**src/rtl/accdec_pkg.sv**
```systemverilog
// Shared definitions for the accumulator-control decoder: control codes,
// opcode class encodings and the sequencer state type.
package accdec_pkg;

  localparam logic [2:0] ACC_NONE  = 3'b000;
  localparam logic [2:0] ACC_ALU   = 3'b001;
  localparam logic [2:0] ACC_UNARY = 3'b010;
  localparam logic [2:0] ACC_EQ    = 3'b011;
  localparam logic [2:0] ACC_JMP   = 3'b100;
  localparam logic [2:0] ACC_STORE = 3'b101;
  localparam logic [2:0] ACC_LOAD  = 3'b110;
  localparam logic [2:0] ACC_LDI   = 3'b111;

  localparam logic [2:0] CLS_BASIC = 3'b000;
  localparam logic [2:0] CLS_MEM   = 3'b001;
  localparam logic [2:0] CLS_ALU   = 3'b010;
  localparam logic [2:0] CLS_RSV   = 3'b011;
  localparam logic [2:0] CLS_EQ    = 3'b100;
  localparam logic [2:0] CLS_LDI   = 3'b101;
  localparam logic [2:0] CLS_JR    = 3'b110;
  localparam logic [2:0] CLS_JMP   = 3'b111;

  localparam logic [2:0] SUB_LOAD  = 3'b000;
  localparam logic [2:0] SUB_STORE = 3'b001;

  // Hold/flush countdown width; MEM_LAT and JMP_FLUSH must fit in it.
  localparam int HOLD_W = 4;

  typedef enum logic [1:0] {
    IDLE    = 2'd0,
    MEMWAIT = 2'd1,
    JFLUSH  = 2'd2
  } state_t;

endpackage

```
**src/rtl/accdec_if.sv**
```systemverilog
// Fetch-to-decoder handshake plus the registered accumulator control bundle.
interface accdec_if #(
  parameter int OP_W  = 6,
  parameter int CNT_W = 8
);
  logic             flush;
  logic             op_valid;
  logic [OP_W-1:0]  op;
  logic             op_ready;
  logic             ctrl_valid;
  logic [2:0]       acc_ctrl;
  logic             mem_last;
  logic             illegal;
  logic [CNT_W-1:0] illegal_cnt;

  modport master (
    output flush, op_valid, op,
    input  op_ready, ctrl_valid, acc_ctrl, mem_last, illegal, illegal_cnt
  );

  modport slave (
    input  flush, op_valid, op,
    output op_ready, ctrl_valid, acc_ctrl, mem_last, illegal, illegal_cnt
  );
endinterface

```
**src/rtl/accdec_comb.sv**
```systemverilog
// Pure combinational opcode decode: class/sub-op to control code plus
// memory, jump and illegal qualifiers.
module accdec_comb
  import accdec_pkg::*;
#(
  parameter int OP_W = 6
) (
  input  logic [OP_W-1:0] op,
  output logic [2:0]      acc_ctrl,
  output logic            is_mem,
  output logic            is_jmp,
  output logic            is_illegal
);

  logic [2:0] cls;
  logic [2:0] sub;
  logic       mid_nz;

  assign cls = op[OP_W-1:OP_W-3];
  assign sub = op[2:0];

  // Padding bits between class and sub-op exist only for OP_W > 6.
  if (OP_W > 6) begin : g_mid
    assign mid_nz = |op[OP_W-4:3];
  end else begin : g_nomid
    assign mid_nz = 1'b0;
  end

  always_comb begin
    acc_ctrl   = ACC_NONE;
    is_mem     = 1'b0;
    is_jmp     = 1'b0;
    is_illegal = 1'b0;
    case (cls)
      CLS_BASIC: begin
        if (!sub[2])                         acc_ctrl = ACC_ALU;
        else if (sub == 3'd5 || sub == 3'd6) acc_ctrl = ACC_UNARY;
        else                                 is_illegal = 1'b1;
      end
      CLS_MEM: begin
        if (sub == SUB_LOAD) begin
          acc_ctrl = ACC_LOAD;
          is_mem   = 1'b1;
        end else if (sub == SUB_STORE) begin
          acc_ctrl = ACC_STORE;
          is_mem   = 1'b1;
        end else begin
          is_illegal = 1'b1;
        end
      end
      CLS_ALU: acc_ctrl = ACC_ALU;
      CLS_RSV: is_illegal = 1'b1;
      CLS_EQ:  acc_ctrl = ACC_EQ;
      CLS_LDI: acc_ctrl = ACC_LDI;
      CLS_JR:  acc_ctrl = ACC_UNARY;
      CLS_JMP: begin
        acc_ctrl = ACC_JMP;
        is_jmp   = 1'b1;
      end
      default: is_illegal = 1'b1;
    endcase
    if (mid_nz) begin
      acc_ctrl   = ACC_NONE;
      is_mem     = 1'b0;
      is_jmp     = 1'b0;
      is_illegal = 1'b1;
    end
  end

endmodule

```
**src/rtl/accdec_seq.sv**
```systemverilog
// Registered accumulator-control decoder: valid/ready intake, memory-hold and
// post-jump stall sequencing, illegal-op flag and saturating counter.
module accdec_seq
  import accdec_pkg::*;
#(
  parameter int OP_W      = 6,
  parameter int MEM_LAT   = 2,
  parameter int JMP_FLUSH = 1,
  parameter int CNT_W     = 8
) (
  input  logic      clk,
  input  logic      reset,
  accdec_if.slave   bus
);

  localparam logic [HOLD_W-1:0] MEM_INIT   = HOLD_W'(MEM_LAT);
  localparam logic [HOLD_W-1:0] JMP_INIT   = HOLD_W'((JMP_FLUSH > 0) ? JMP_FLUSH - 1 : 0);
  localparam bit                USE_JFLUSH = (JMP_FLUSH > 0);

  function automatic logic [CNT_W-1:0] sat_inc(input logic [CNT_W-1:0] v);
    return (&v) ? v : v + CNT_W'(1);
  endfunction

  logic [2:0]        dec_ctrl;
  logic              dec_mem;
  logic              dec_jmp;
  logic              dec_ill;
  logic              accept;
  state_t            state;
  logic [HOLD_W-1:0] cnt;
  logic              ctrl_valid_q;
  logic [2:0]        acc_ctrl_q;
  logic              illegal_q;
  logic [CNT_W-1:0]  illegal_cnt_q;

  accdec_comb #(.OP_W(OP_W)) u_comb (
    .op         (bus.op),
    .acc_ctrl   (dec_ctrl),
    .is_mem     (dec_mem),
    .is_jmp     (dec_jmp),
    .is_illegal (dec_ill)
  );

  assign bus.op_ready = (state == IDLE);
  assign accept       = bus.op_valid && bus.op_ready && !bus.flush;

  // Flush outranks every transition but deliberately leaves the counter alone.
  always_ff @(posedge clk or posedge reset) begin
    if (reset) begin
      state         <= IDLE;
      cnt           <= '0;
      ctrl_valid_q  <= 1'b0;
      acc_ctrl_q    <= ACC_NONE;
      illegal_q     <= 1'b0;
      illegal_cnt_q <= '0;
    end else if (bus.flush) begin
      state        <= IDLE;
      cnt          <= '0;
      ctrl_valid_q <= 1'b0;
      acc_ctrl_q   <= ACC_NONE;
      illegal_q    <= 1'b0;
    end else begin
      case (state)
        IDLE: begin
          illegal_q <= accept && dec_ill;
          if (accept) begin
            ctrl_valid_q <= 1'b1;
            acc_ctrl_q   <= dec_ctrl;
            if (dec_ill) illegal_cnt_q <= sat_inc(illegal_cnt_q);
            if (dec_mem) begin
              state <= MEMWAIT;
              cnt   <= MEM_INIT;
            end else if (dec_jmp && USE_JFLUSH) begin
              state <= JFLUSH;
              cnt   <= JMP_INIT;
            end
          end else begin
            ctrl_valid_q <= 1'b0;
            acc_ctrl_q   <= ACC_NONE;
          end
        end
        MEMWAIT: begin
          // Control word stays presented for the whole hold window.
          illegal_q <= 1'b0;
          if (cnt == '0) begin
            state        <= IDLE;
            ctrl_valid_q <= 1'b0;
            acc_ctrl_q   <= ACC_NONE;
          end else begin
            cnt <= cnt - HOLD_W'(1);
          end
        end
        JFLUSH: begin
          // Jump was shown on the accept cycle; remaining cycles are bubbles.
          illegal_q    <= 1'b0;
          ctrl_valid_q <= 1'b0;
          acc_ctrl_q   <= ACC_NONE;
          if (cnt == '0) state <= IDLE;
          else           cnt   <= cnt - HOLD_W'(1);
        end
        default: begin
          state        <= IDLE;
          cnt          <= '0;
          ctrl_valid_q <= 1'b0;
          acc_ctrl_q   <= ACC_NONE;
          illegal_q    <= 1'b0;
        end
      endcase
    end
  end

  assign bus.ctrl_valid  = ctrl_valid_q;
  assign bus.acc_ctrl    = acc_ctrl_q;
  assign bus.illegal     = illegal_q;
  assign bus.illegal_cnt = illegal_cnt_q;
  assign bus.mem_last    = (state == MEMWAIT) && (cnt == '0);

endmodule

```
**src/flat_wrapper.sv**
```systemverilog
// flat-port wrapper written by rule: the top's interface ports become plain ports
module accdec_seq_flat import accdec_pkg::*;
#(
  parameter int OP_W      = 6,
  parameter int MEM_LAT   = 2,
  parameter int JMP_FLUSH = 1,
  parameter int CNT_W     = 8
)
  (clk, reset, bus_flush, bus_op_valid, bus_op, bus_op_ready, bus_ctrl_valid, bus_acc_ctrl, bus_mem_last, bus_illegal, bus_illegal_cnt);
  accdec_if #(.OP_W(OP_W), .CNT_W(CNT_W)) bus_i ();
  input  logic clk;
  input  logic reset;
  input wire logic [$bits(bus_i.flush)-1:0] bus_flush;
  input wire logic [$bits(bus_i.op_valid)-1:0] bus_op_valid;
  input wire logic [$bits(bus_i.op)-1:0] bus_op;
  output wire logic [$bits(bus_i.op_ready)-1:0] bus_op_ready;
  output wire logic [$bits(bus_i.ctrl_valid)-1:0] bus_ctrl_valid;
  output wire logic [$bits(bus_i.acc_ctrl)-1:0] bus_acc_ctrl;
  output wire logic [$bits(bus_i.mem_last)-1:0] bus_mem_last;
  output wire logic [$bits(bus_i.illegal)-1:0] bus_illegal;
  output wire logic [$bits(bus_i.illegal_cnt)-1:0] bus_illegal_cnt;
  assign bus_i.flush = bus_flush;
  assign bus_i.op_valid = bus_op_valid;
  assign bus_i.op = bus_op;
  assign bus_op_ready = bus_i.op_ready;
  assign bus_ctrl_valid = bus_i.ctrl_valid;
  assign bus_acc_ctrl = bus_i.acc_ctrl;
  assign bus_mem_last = bus_i.mem_last;
  assign bus_illegal = bus_i.illegal;
  assign bus_illegal_cnt = bus_i.illegal_cnt;
  accdec_seq #(.OP_W(OP_W), .MEM_LAT(MEM_LAT), .JMP_FLUSH(JMP_FLUSH), .CNT_W(CNT_W)) u_core (.clk(clk), .reset(reset), .bus(bus_i));
endmodule
```
**config.mk**
```make
export PLATFORM = sky130hd
export DESIGN_NAME = accdec_seq_flat
export DESIGN_NICKNAME = d
export VERILOG_FILES = /design/src/rtl/accdec_pkg.sv /design/src/rtl/accdec_if.sv /design/src/rtl/accdec_comb.sv /design/src/rtl/accdec_seq.sv /design/src/flat_wrapper.sv
export SDC_FILE = /design/constraint.sdc
export NUM_CORES = 1
export LEC_CHECK = 0
export BUFFER_PORTS_ARGS = -buffer_cell sky130_fd_sc_hd__buf_2
export CORE_UTILIZATION = 30
export DETAILED_ROUTE_END_ITERATION = 6
export PLACE_DENSITY = 0.62
export SLEW_MARGIN = 20
export SYNTH_ARGS = -nofsm -noshare
export SYNTH_HDL_FRONTEND = slang
export SYNTH_SLANG_ARGS = --single-unit
```
**constraint.sdc**
```tcl
create_clock -name clk -period 1.8 [get_ports clk]
set_input_delay 0.18 -clock clk [delete_from_list [all_inputs] [get_ports clk]]
set_output_delay 0.18 -clock clk [all_outputs]
set_load 0.01 [all_outputs]
```
==> results of run 1 <==
==> worst reg2reg max path, delay by kind of cell, from the launching register on <==
kind	cells	cell delay, ps
compound gates	1	240
fa+ha+maj	1	160
buf+inv	1	90
flops	1	400
mux	1	320
simple gates	2	450
==> final cells by class <==
class,instances,share of cell area
inverter,12,0.0288
sequential,19,0.304
multi-input combinational,89,0.445
timing repair buffer,40,0.154
clock inverter,1,0.00320
tap,48,0.0384
clock buffer,3,0.0264
==> cells by family (layout without fill, tap and decap cells) <==
family,Yosys count,count (layout),synth area share
and+or+nand+nor,48,48,0.234
buffers and inverters,14,56,0.0464
AOI/OAI and AO/OA,22,22,0.137
muxes,5,5,0.0475
adders and majority gates,6,6,0.0647
xor gates and xnor gates,8,8,0.0604
DFF,19,19,0.410
==> registers in the layout, summed over array words and instances, names as in the netlist <==
| register | cells |
|---|---|
| u_core.bus.illegal | 1 |
| u_core.bus.acc_ctrl | 3 |
| u_core.bus.illegal_cnt | 8 |
| u_core.bus.ctrl_valid | 1 |
| u_core.cnt | 4 |
| u_core.state | 2 |
==> power groups by stage <==
stage / clock, uW / combinational, uW / sequential (uW)
CTS: 308 / 806 / 605
global placement: 0 / 759 / 604
finish: 304 / 860 / 611
global route: 327 / 958 / 626
detailed placement: 0 / 780 / 609
floorplan: 0 / 453 / 619
==> layer usage <==
metal	share of wire	vias up
met4	0.0052	0
met5	0	-
met3	0.034	2
met2	0.49	16
li1	-	520
met1	0.47	517
==> cells in the final DEF (no fill, tap or decap), drive strengths merged, types with 4 or more instances in the layout <==
cell	netlist	routed
mux2	4	4
nor3	7	7
buf	1	40
nand2	7	7
ha	6	6
dfrtp	19	19
nor2	8	8
inv	12	12
nor2b	4	4
o21ai	5	5
nand3	7	7
xor2	8	8
a21oi	4	4
==> timing repair <==
action                     CTS  global route
buffers inserted             3             2
setup endpoints to repair    4             8
hold endpoints to repair     0             0
gates resized for setup      6             6
pin swaps                    2             3
==> worst paths after layout <==
path	slack, ps	depth (start not counted)	endpoint
setup / recovery	40	6	u_core.bus.illegal_cnt[1]$_DFFE_PP0P_
hold / removal	30	2	u_core.bus.illegal$_DFF_PP0_
setup reg to reg	40	6	u_core.bus.illegal_cnt[1]$_DFFE_PP0P_
hold reg to reg	500	1	u_core.bus.acc_ctrl[0]$_DFFE_PP0P_
max in group asynchronous	1300	2	u_core.bus.illegal_cnt[5]$_DFFE_PP0P_
min in group clk	210	2	u_core.bus.ctrl_valid$_DFFE_PP0P_
==> Yosys cell counts (all sizes together), types with 3 or more instances <==
library cell / count
dfrtp: 19
inv: 12
nor2: 8
xor2: 8
nand2: 7
nand3: 7
nor3: 7
ha: 6
o21ai: 5
a21oi: 4
mux2: 4
nor2b: 4
nand2b: 3
nor3b: 3
nor4: 3
==> stage by stage <==
step	instances	power [uW]	hold WS (ps)
3_3_place_gp	204	1360	345
5_1_grt	212	1910	112
6_report	212	1780	30.0
4_1_cts	210	1720	72.2
2_1_floorplan	122	1070	131
3_5_place_dp	204	1390	355
==> results.cfg, run 1 <==
[final_layout]
drive_gt1_frac = 0.384
fillers = 375
nets = 181
area_delta_synth_final_pct = 34.7
regArea_um2 = 475
fin_util = 0.424
stdcell_area_um2 = 1560
multi_input_area_um2 = 696
num_antenna_cells = 0

[die]
fp-row-count = 22
die_w_um = 64.2
die_area_um2 = 4120
die_h_um = 64.2
coreArea_um2 = 3690
start_util = 0.314
num_io_pins = 25

[timing]
finalCritPeriodShare = 0.977
worst_slack_ps = 42.1
max_freq_mhz = 569
tightest_slew_ps = 729
slew_headroom = 0.514
rsz0062_at_grt = true
fin_setup_tns_ps = 0
setup_viol = 0
finalHoldViolCount = 0
skew_ps = 6.38
finalMaxSlewViolations = 0
post-route-min-period_ps = 1760

[yosys]
synth_area_per_cell_um2 = 9.51
syn_inst = 122
synth-main-ff-cell = dfrtp_1
syn-num-nets = 138
synth.distinct_cells = 38
ys_ff_latch = 19
synthTopCellsByArea = dfrtp_1, ha_1, xor2_1
async_flop_share = 1.00
synth_area_um2 = 1160
synth-edff-count = 0
synth_top_area_frac = 0.410
synth_top_cell_by_area = dfrtp_1
yosysWarnings = 0
seq_area_frac_synth = 0.410

[power]
p_leak_uw = 0.000791
pwr-share-comb = 0.485
ir_drop_mv = 0.567
power_switching_uw = 646
intPower_uw = 1130
power_density_nw_per_um2 = 1140
power_switching_share = 0.364
p_seq_frac = 0.344
clkPwrFrac = 0.171

[critical_path]
crit_family = simple AND/OR/NAND/NOR gates
critPathArrivalTime_ps = 1910
required_ps = 1950
crit_type = register to register
cp_max_fo = 6
r2r-start = u_core.state[0]$_DFFE_PP0P_
cp-start-kind = register
end_kind = register
max_stage_delay_ps = 400
path_cells = inv_2, ha_4, nor4bb_4, o211ai_1, nor2_1, mux2_4
cpMaxStageDelayCell = dfrtp_1
crit_buf_inv = 1
startpoint = u_core.state[0]$_DFFE_PP0P_

[global_route]
grt_util_met1 = 0.185
grt_pass1_vias = 1065
grt_use_met2 = 0.247
grt_use_met3 = 0.0268
antenna_found_initial = 0
grt_max_degree = 20
grt_pass1_wl_um = 4690
grt_usage = 0.144
gr-max-usage-layer = met2
overflow = 0

[clock_network]
cts_hold_buf = 0
cts-root-buf = clkbuf_8
cts_max_level = 1
clk_path_buf_depth = 2
worst_skew_pair.late_latency_ps = 260
cts.clk_slew.worst_paths_ps = 80
clock_sinks = 19
tritoncts = done
cts_inserted_buffers = 3

[route]
first_pass_iters = 4
routed_wl_um = 2710
vias_per_cell = 4.98
drt_iter0_drc = 25
drc = 0
wire_per_inst_um = 12.8
ant_nets = 0
num_vias = 1055

[place]
placed_area_um2 = 1450
dp_slack_ps = -56.9
dp_hpwl_um = 2040
portBuffers = 24
gp_congestion = 0.865

[flow_run]
drv_cap = 0

[outcome]
status = completed

[min_path]
hp-class = input port to asynchronous set/reset pin
Power figures use the tool's default switching activity.
==> run 2: changes to the inputs <==
--- a/config.mk
+++ b/config.mk
@@ -8,7 +8,6 @@
 export BUFFER_PORTS_ARGS = -buffer_cell sky130_fd_sc_hd__buf_2
 export CORE_UTILIZATION = 30
 export DETAILED_ROUTE_END_ITERATION = 6
-export PLACE_DENSITY = 0.62
 export SLEW_MARGIN = 20
 export SYNTH_ARGS = -nofsm -noshare
 export SYNTH_HDL_FRONTEND = slang
==> run 2 against run 1 <==
  * Clock power hardly changed
  * Wire length is 2.2% lower
  * First-iteration DRC count is 44% higher
  * Combinational power is 7.0% lower
  * Largest cell class unchanged
==> results.cfg, run 2 (synthesized netlist as in run 1, its figures left out) <==
[route]
drt_iter0_drc = 36
vias_per_cell = 4.94
routed_wl_um = 2650
wire_per_inst_um = 12.7
num_vias = 1032
first_pass_iters = 4
ant_nets = 0
drc = 0

[clock_network]
cts-root-buf = clkbuf_8
clk_path_buf_depth = 2
worst_skew_pair.late_latency_ps = 260
cts_inserted_buffers = 3
clock_sinks = 19
tritoncts = done
cts_hold_buf = 0
cts.clk_slew.worst_paths_ps = 80
cts_max_level = 1

[timing]
finalCritPeriodShare = 0.987
finalHoldViolCount = 0
max_freq_mhz = 563
setup_viol = 0
skew_ps = 6.86
hold_ws_ps = 40.1
slew_headroom = 0.499
rsz0062_at_grt = true
post-route-min-period_ps = 1780
tightest_slew_ps = 750
worst_slack_ps = 23.9
finalMaxSlewViolations = 0

[global_route]
grt_pass1_wl_um = 4330
grt_max_degree = 20
antenna_found_initial = 0
overflow = 0
grt_pass1_vias = 1002
grt_usage = 0.133

[critical_path]
critPathArrivalTime_ps = 1920
required_ps = 1940
max_stage_delay_ps = 400
path_cells = inv_2, ha_4, nor4bb_4, o211ai_1, nor2_1, mux2_4
cp_max_fo = 5
crit_type = register to register
cp-start-kind = register
ff2ff_setup_slack_ps = 20
cpMaxStageDelayCell = dfrtp_1
end_kind = register

[final_layout]
multi_input_area_um2 = 687
final_common_cell = buf_2
nets = 178
layout_common_cells = buf_2, dfrtp_1, buf_4
regArea_um2 = 475
num_antenna_cells = 0
largest_reg_flops = 8
fillers = 375
drive_gt1_frac = 0.348
area_delta_synth_final_pct = 31.9

[die]
die_h_um = 64.2
fp-row-count = 22
die_w_um = 64.2
num_io_pins = 25
start_util = 0.314
coreArea_um2 = 3690
die_area_um2 = 4120

[power]
p_leak_uw = 0.000767
power_density_nw_per_um2 = 1120
ir_drop_mv = 0.635
design_power_total_uw = 1710

[place]
portBuffers = 24
gp_congestion = 0.782
dp_hpwl_um = 1970
dp_slack_ps = -24.5

[flow_run]
drv_cap = 0

[outcome]
status = completed

[min_path]
hp-class = input port to asynchronous set/reset pin
## run 2: per-layer routing
metal / vias up / global-route usage / share of wire
li1: 515 / - / -
met1: 495 / 0.164 / 0.47
met2: 22 / 0.229 / 0.49
met3: 0 / 0.0464 / 0.046
met4: 0 / 0.0167 / 0
met5: - / 0 / 0
## run 2: repair_timing
action                                  in CTS  in global routing
pin swaps                                    2                  4
endpoints found under the hold margin        0                  0
setup buffers                                1                  4
resized for setup                            5                  3
endpoints found under the setup margin       5                 11
## run 2: layout make-up
class	count	share of cell area
multi-input cells	89	0.449
clock buffers	4	0.0294
flip-flops and latches	19	0.311
well taps	48	0.0392
inverters	12	0.0294
repair buffers	37	0.142
## run 2: final timing paths
kind | start | endpoint | depth (start not counted)
min | reset | u_core.cnt[0]$_DFFE_PP0P_ | 2
max in group asynchronous | reset | u_core.bus.illegal_cnt[1]$_DFFE_PP0P_ | 2
min reg2reg | u_core.bus.illegal_cnt[7]$_DFFE_PP0P_ | u_core.bus.illegal_cnt[7]$_DFFE_PP0P_ | 1
max reg2reg | u_core.state[0]$_DFFE_PP0P_ | u_core.bus.illegal_cnt[1]$_DFFE_PP0P_ | 6
min in group clk | bus_flush | u_core.bus.ctrl_valid$_DFFE_PP0P_ | 2
max | u_core.state[0]$_DFFE_PP0P_ | u_core.bus.illegal_cnt[1]$_DFFE_PP0P_ | 6
## run 2: critical path, delay by kind of cell, from the launching register on
kind            cells  cell delay [ps]
fa+ha+maj           1              140
compound gates      1              250
simple gates        2              470
mux                 1              320
flops               1              400
buf+inv             1               80
## run 2: per-stage QoR
stage / instance area (um2) / std cells / setup TNS, ps / utilization
2_1_floorplan: 1190 / 122 / 0 / -
3_3_place_gp: 1420 / 200 / 0 / 0.385
3_5_place_dp: 1420 / 200 / -45.9 / 0.385
4_1_cts: 1480 / 205 / 0 / 0.402
5_1_grt: 1530 / 209 / -436 / 0.415
6_report: 1530 / 209 / 0 / 0.415
## run 2: power breakdown
| group | internal (uW) | total [uW] | switching (uW) |
|---|---|---|---|
| combinational | 422 | 800 | 378 |
| clock | 157 | 303 | 146 |
| sequential | 517 | 608 | 90.2 |
| total | 1100 | 1710 | 614 |
==> run 3: changes to the inputs <==
--- a/config.mk
+++ b/config.mk
@@ -6,9 +6,13 @@
 export NUM_CORES = 1
 export LEC_CHECK = 0
 export BUFFER_PORTS_ARGS = -buffer_cell sky130_fd_sc_hd__buf_2
+export CELL_PAD_IN_SITES_DETAIL_PLACEMENT = 1
+export CELL_PAD_IN_SITES_GLOBAL_PLACEMENT = 2
 export CORE_UTILIZATION = 30
 export DETAILED_ROUTE_END_ITERATION = 6
+export PLACE_DENSITY_LB_ADDON = 0.1
 export SLEW_MARGIN = 20
 export SYNTH_ARGS = -nofsm -noshare
 export SYNTH_HDL_FRONTEND = slang
+export SYNTH_HIERARCHICAL = 1
 export SYNTH_SLANG_ARGS = --single-unit
==> run 3 against run 2 <==
  * Synthesized cell count grew 3.3%
  * Die area is 4.3% higher
  * Combinational power decreased by 20%
  * Design area down 1.8%
  * First-iteration DRC count rose by 31%
  * Hold slack improved by 2.0 ps
  * Sequential power about the same
  * Setup slack improved by 110 ps
  * Non-clock buffer count down 5
  * Maximum frequency up 6.5%
  * Flip-flop and latch count did not move
  * Critical path type unchanged
  * Largest cell class unchanged
  * Highest routed layer is now met4
==> results.cfg, run 3 <==
[outcome]
status = completed

[yosys]
synth_xor_area_frac = 0.0351
synth_area_per_cell_um2 = 9.61
synth.mux.area_fraction = 0.0620
ys_ff_latch = 19
syn_inst = 126
synth_common_cells = dfrtp_1, inv_1, a21oi_1, nand2_1, ha_1
synth.distinct_cells = 41
synth-main-ff-cell = dfrtp_1
synthTopCellsByArea = dfrtp_1, ha_1, a21oi_1
synth_area_um2 = 1210
synth_top_cell_by_area = dfrtp_1
post-synth-top-count-cell = dfrtp_1
syn-num-nets = 142
synth_simple_gate_area_frac = 0.265
synth_top_family_by_area = simple AND/OR/NAND/NOR gates
seq_area_frac_synth = 0.393
yosysWarnings = 6
synth_top_area_frac = 0.393
synth-compound-area-share = 0.129
synthAdderAreaFrac = 0.0620
synth-edff-count = 0
async_flop_share = 1.00

[timing]
max_freq_mhz = 600
hold_ws_ps = 42.1
fin_setup_tns_ps = 0
tightest_slew_ps = 747
post-route-min-period_ps = 1670
finalCritPeriodShare = 0.927
finalMaxSlewViolations = 0
setup_viol = 0
skew_ps = 3.61
finalHoldViolCount = 0
slew_headroom = 0.502
rsz0062_at_grt = false

[power]
clkPwrFrac = 0.192
power_switching_share = 0.376
pwr-share-comb = 0.415
ir_drop_mv = 0.486
intPower_uw = 965
power_switching_uw = 581
p_seq_frac = 0.393
power_density_nw_per_um2 = 1030
p_leak_uw = 0.000727
design_power_total_uw = 1550

[die]
fp-row-count = 22
num_io_pins = 25
die_area_um2 = 4300
coreArea_um2 = 3770
die_w_um = 65.5
start_util = 0.321
die_h_um = 65.5

[critical_path]
end_kind = register
r2r-start = u_core/state[1]$_DFFE_PP0P_
crit_type = register to register
critPathArrivalTime_ps = 1810
required_ps = 1940
cp_max_fo = 4
crit_end = u_core/bus.illegal_cnt[7]$_DFFE_PP0P_
reg2reg_to = u_core/bus.illegal_cnt[7]$_DFFE_PP0P_
rr_worst_depth = 6
startpoint = u_core/state[1]$_DFFE_PP0P_
cp-start-kind = register
ff2ff_setup_slack_ps = 130

[clock_network]
clock_sinks = 19
post-cts-setup-buffer-count = 0
worst_skew_pair.late_latency_ps = 260
cts.clk_slew.worst_paths_ps = 70
tritoncts = done
cts_max_level = 1
cts-root-buf = clkbuf_8
cts_inserted_buffers = 3
clk_path_buf_depth = 2

[global_route]
gr-max-usage-layer = met2
grt_use_met3 = 0.0434
grt_util_met1 = 0.192
antenna_found_initial = 0
grt_max_degree = 20
overflow = 0
grt_pass1_wl_um = 4710
grt_pass1_vias = 992
grt_use_met2 = 0.238
grt_usage = 0.146

[route]
ant_nets = 0
vias_per_cell = 4.91
routed_wl_um = 2780
drc = 0
wire_per_inst_um = 13.3
first_pass_iters = 3
num_vias = 1021
drt_iter0_drc = 47

[flow_run]
drv_cap = 0

[final_layout]
final_common_cell = buf_2
nets = 177
multi_input_area_um2 = 692
num_antenna_cells = 0
largest_reg_flops = 8
regArea_um2 = 475
fin_util = 0.398
layout_common_cells = buf_2, dfrtp_1, inv_1
drive_gt1_frac = 0.325
fillers = 432
area_delta_synth_final_pct = 24.1

[place]
gp_congestion = 0.744
portBuffers = 24
dp_hpwl_um = 2240

[min_path]
hp-class = input port to asynchronous set/reset pin
## run 3: cell types whose count changed in the layout (fill, tap and decap cells not counted), sizes merged, moves of 3 or more
cell and delta:
and3 +3, xnor2 +4, a21oi +7, xor2 -8, nand4 +3, nand2 +4
buf -5
## run 3: power by group through the flow
| stage | logic (uW) | registers (uW) | clock network, uW |
|---|---|---|---|
| 6_report | 641 | 608 | 297 |
| 5_1_grt | 734 | 626 | 333 |
| 4_1_cts | 628 | 607 | 311 |
| 3_5_place_dp | 624 | 614 | 0 |
| 3_3_place_gp | 610 | 611 | 0 |
| 2_1_floorplan | 382 | 618 | 0 |
## run 3: worst min path at each step
stage	from	endpoint	slack [ps]	cells after the start
global route	reset	u_core/bus.illegal_cnt[6]$_DFFE_PP0P_	110	2
finish	reset	u_core/bus.illegal_cnt[6]$_DFFE_PP0P_	40	2
floorplan	reset	u_core/bus.acc_ctrl[0]$_DFFE_PP0P_	130	1
global placement	reset	u_core/bus.illegal_cnt[4]$_DFFE_PP0P_	340	2
detailed placement	reset	u_core/bus.illegal_cnt[4]$_DFFE_PP0P_	350	2
CTS	reset	u_core/bus.illegal_cnt[4]$_DFFE_PP0P_	70	2
## run 3: area by class of cell
type	count	share of cell area
clock buffers	3	0.0275
clock inverters	1	0.00333
inverters	13	0.0325
multi-input cells	92	0.460
flip-flops and latches	19	0.316
well taps	48	0.0400
repair buffers	32	0.120
## run 3: logic make-up after synthesis
logic type	count (synthesis)
fa+ha+maj	6
mux	7
xor+xnor	4
flops	19
simple gates	50
compound gates	25
buf+inv	15
## run 3: routing by layer
metal,part of all wire,vias up
li1,-,508
met1,0.47,497
met2,0.49,14
met3,0.033,2
met4,0.0043,0
met5,0,-
## run 3: per-stage QoR
step	std cells	worst slack [ps]	area (um2)
floorplan	126	18.8	1220
global placement	204	-40.1	1440
detailed placement	204	-56.3	1440
CTS	208	52.5	1490
global route	208	23.9	1500
finish	208	132	1500
## run 3: critical path: stages (launching register included)
cell and delay [ps]:
dfrtp_1 380, inv_1 100, ha_1 240, and4b_4 280, nand4_4 120, nor2_2 110, mux2_1 320
## run 3: repair_timing
action	4_1_cts	5_1_grt
resized for setup	0	3
hold buffers	0	0
setup endpoints to repair	0	3
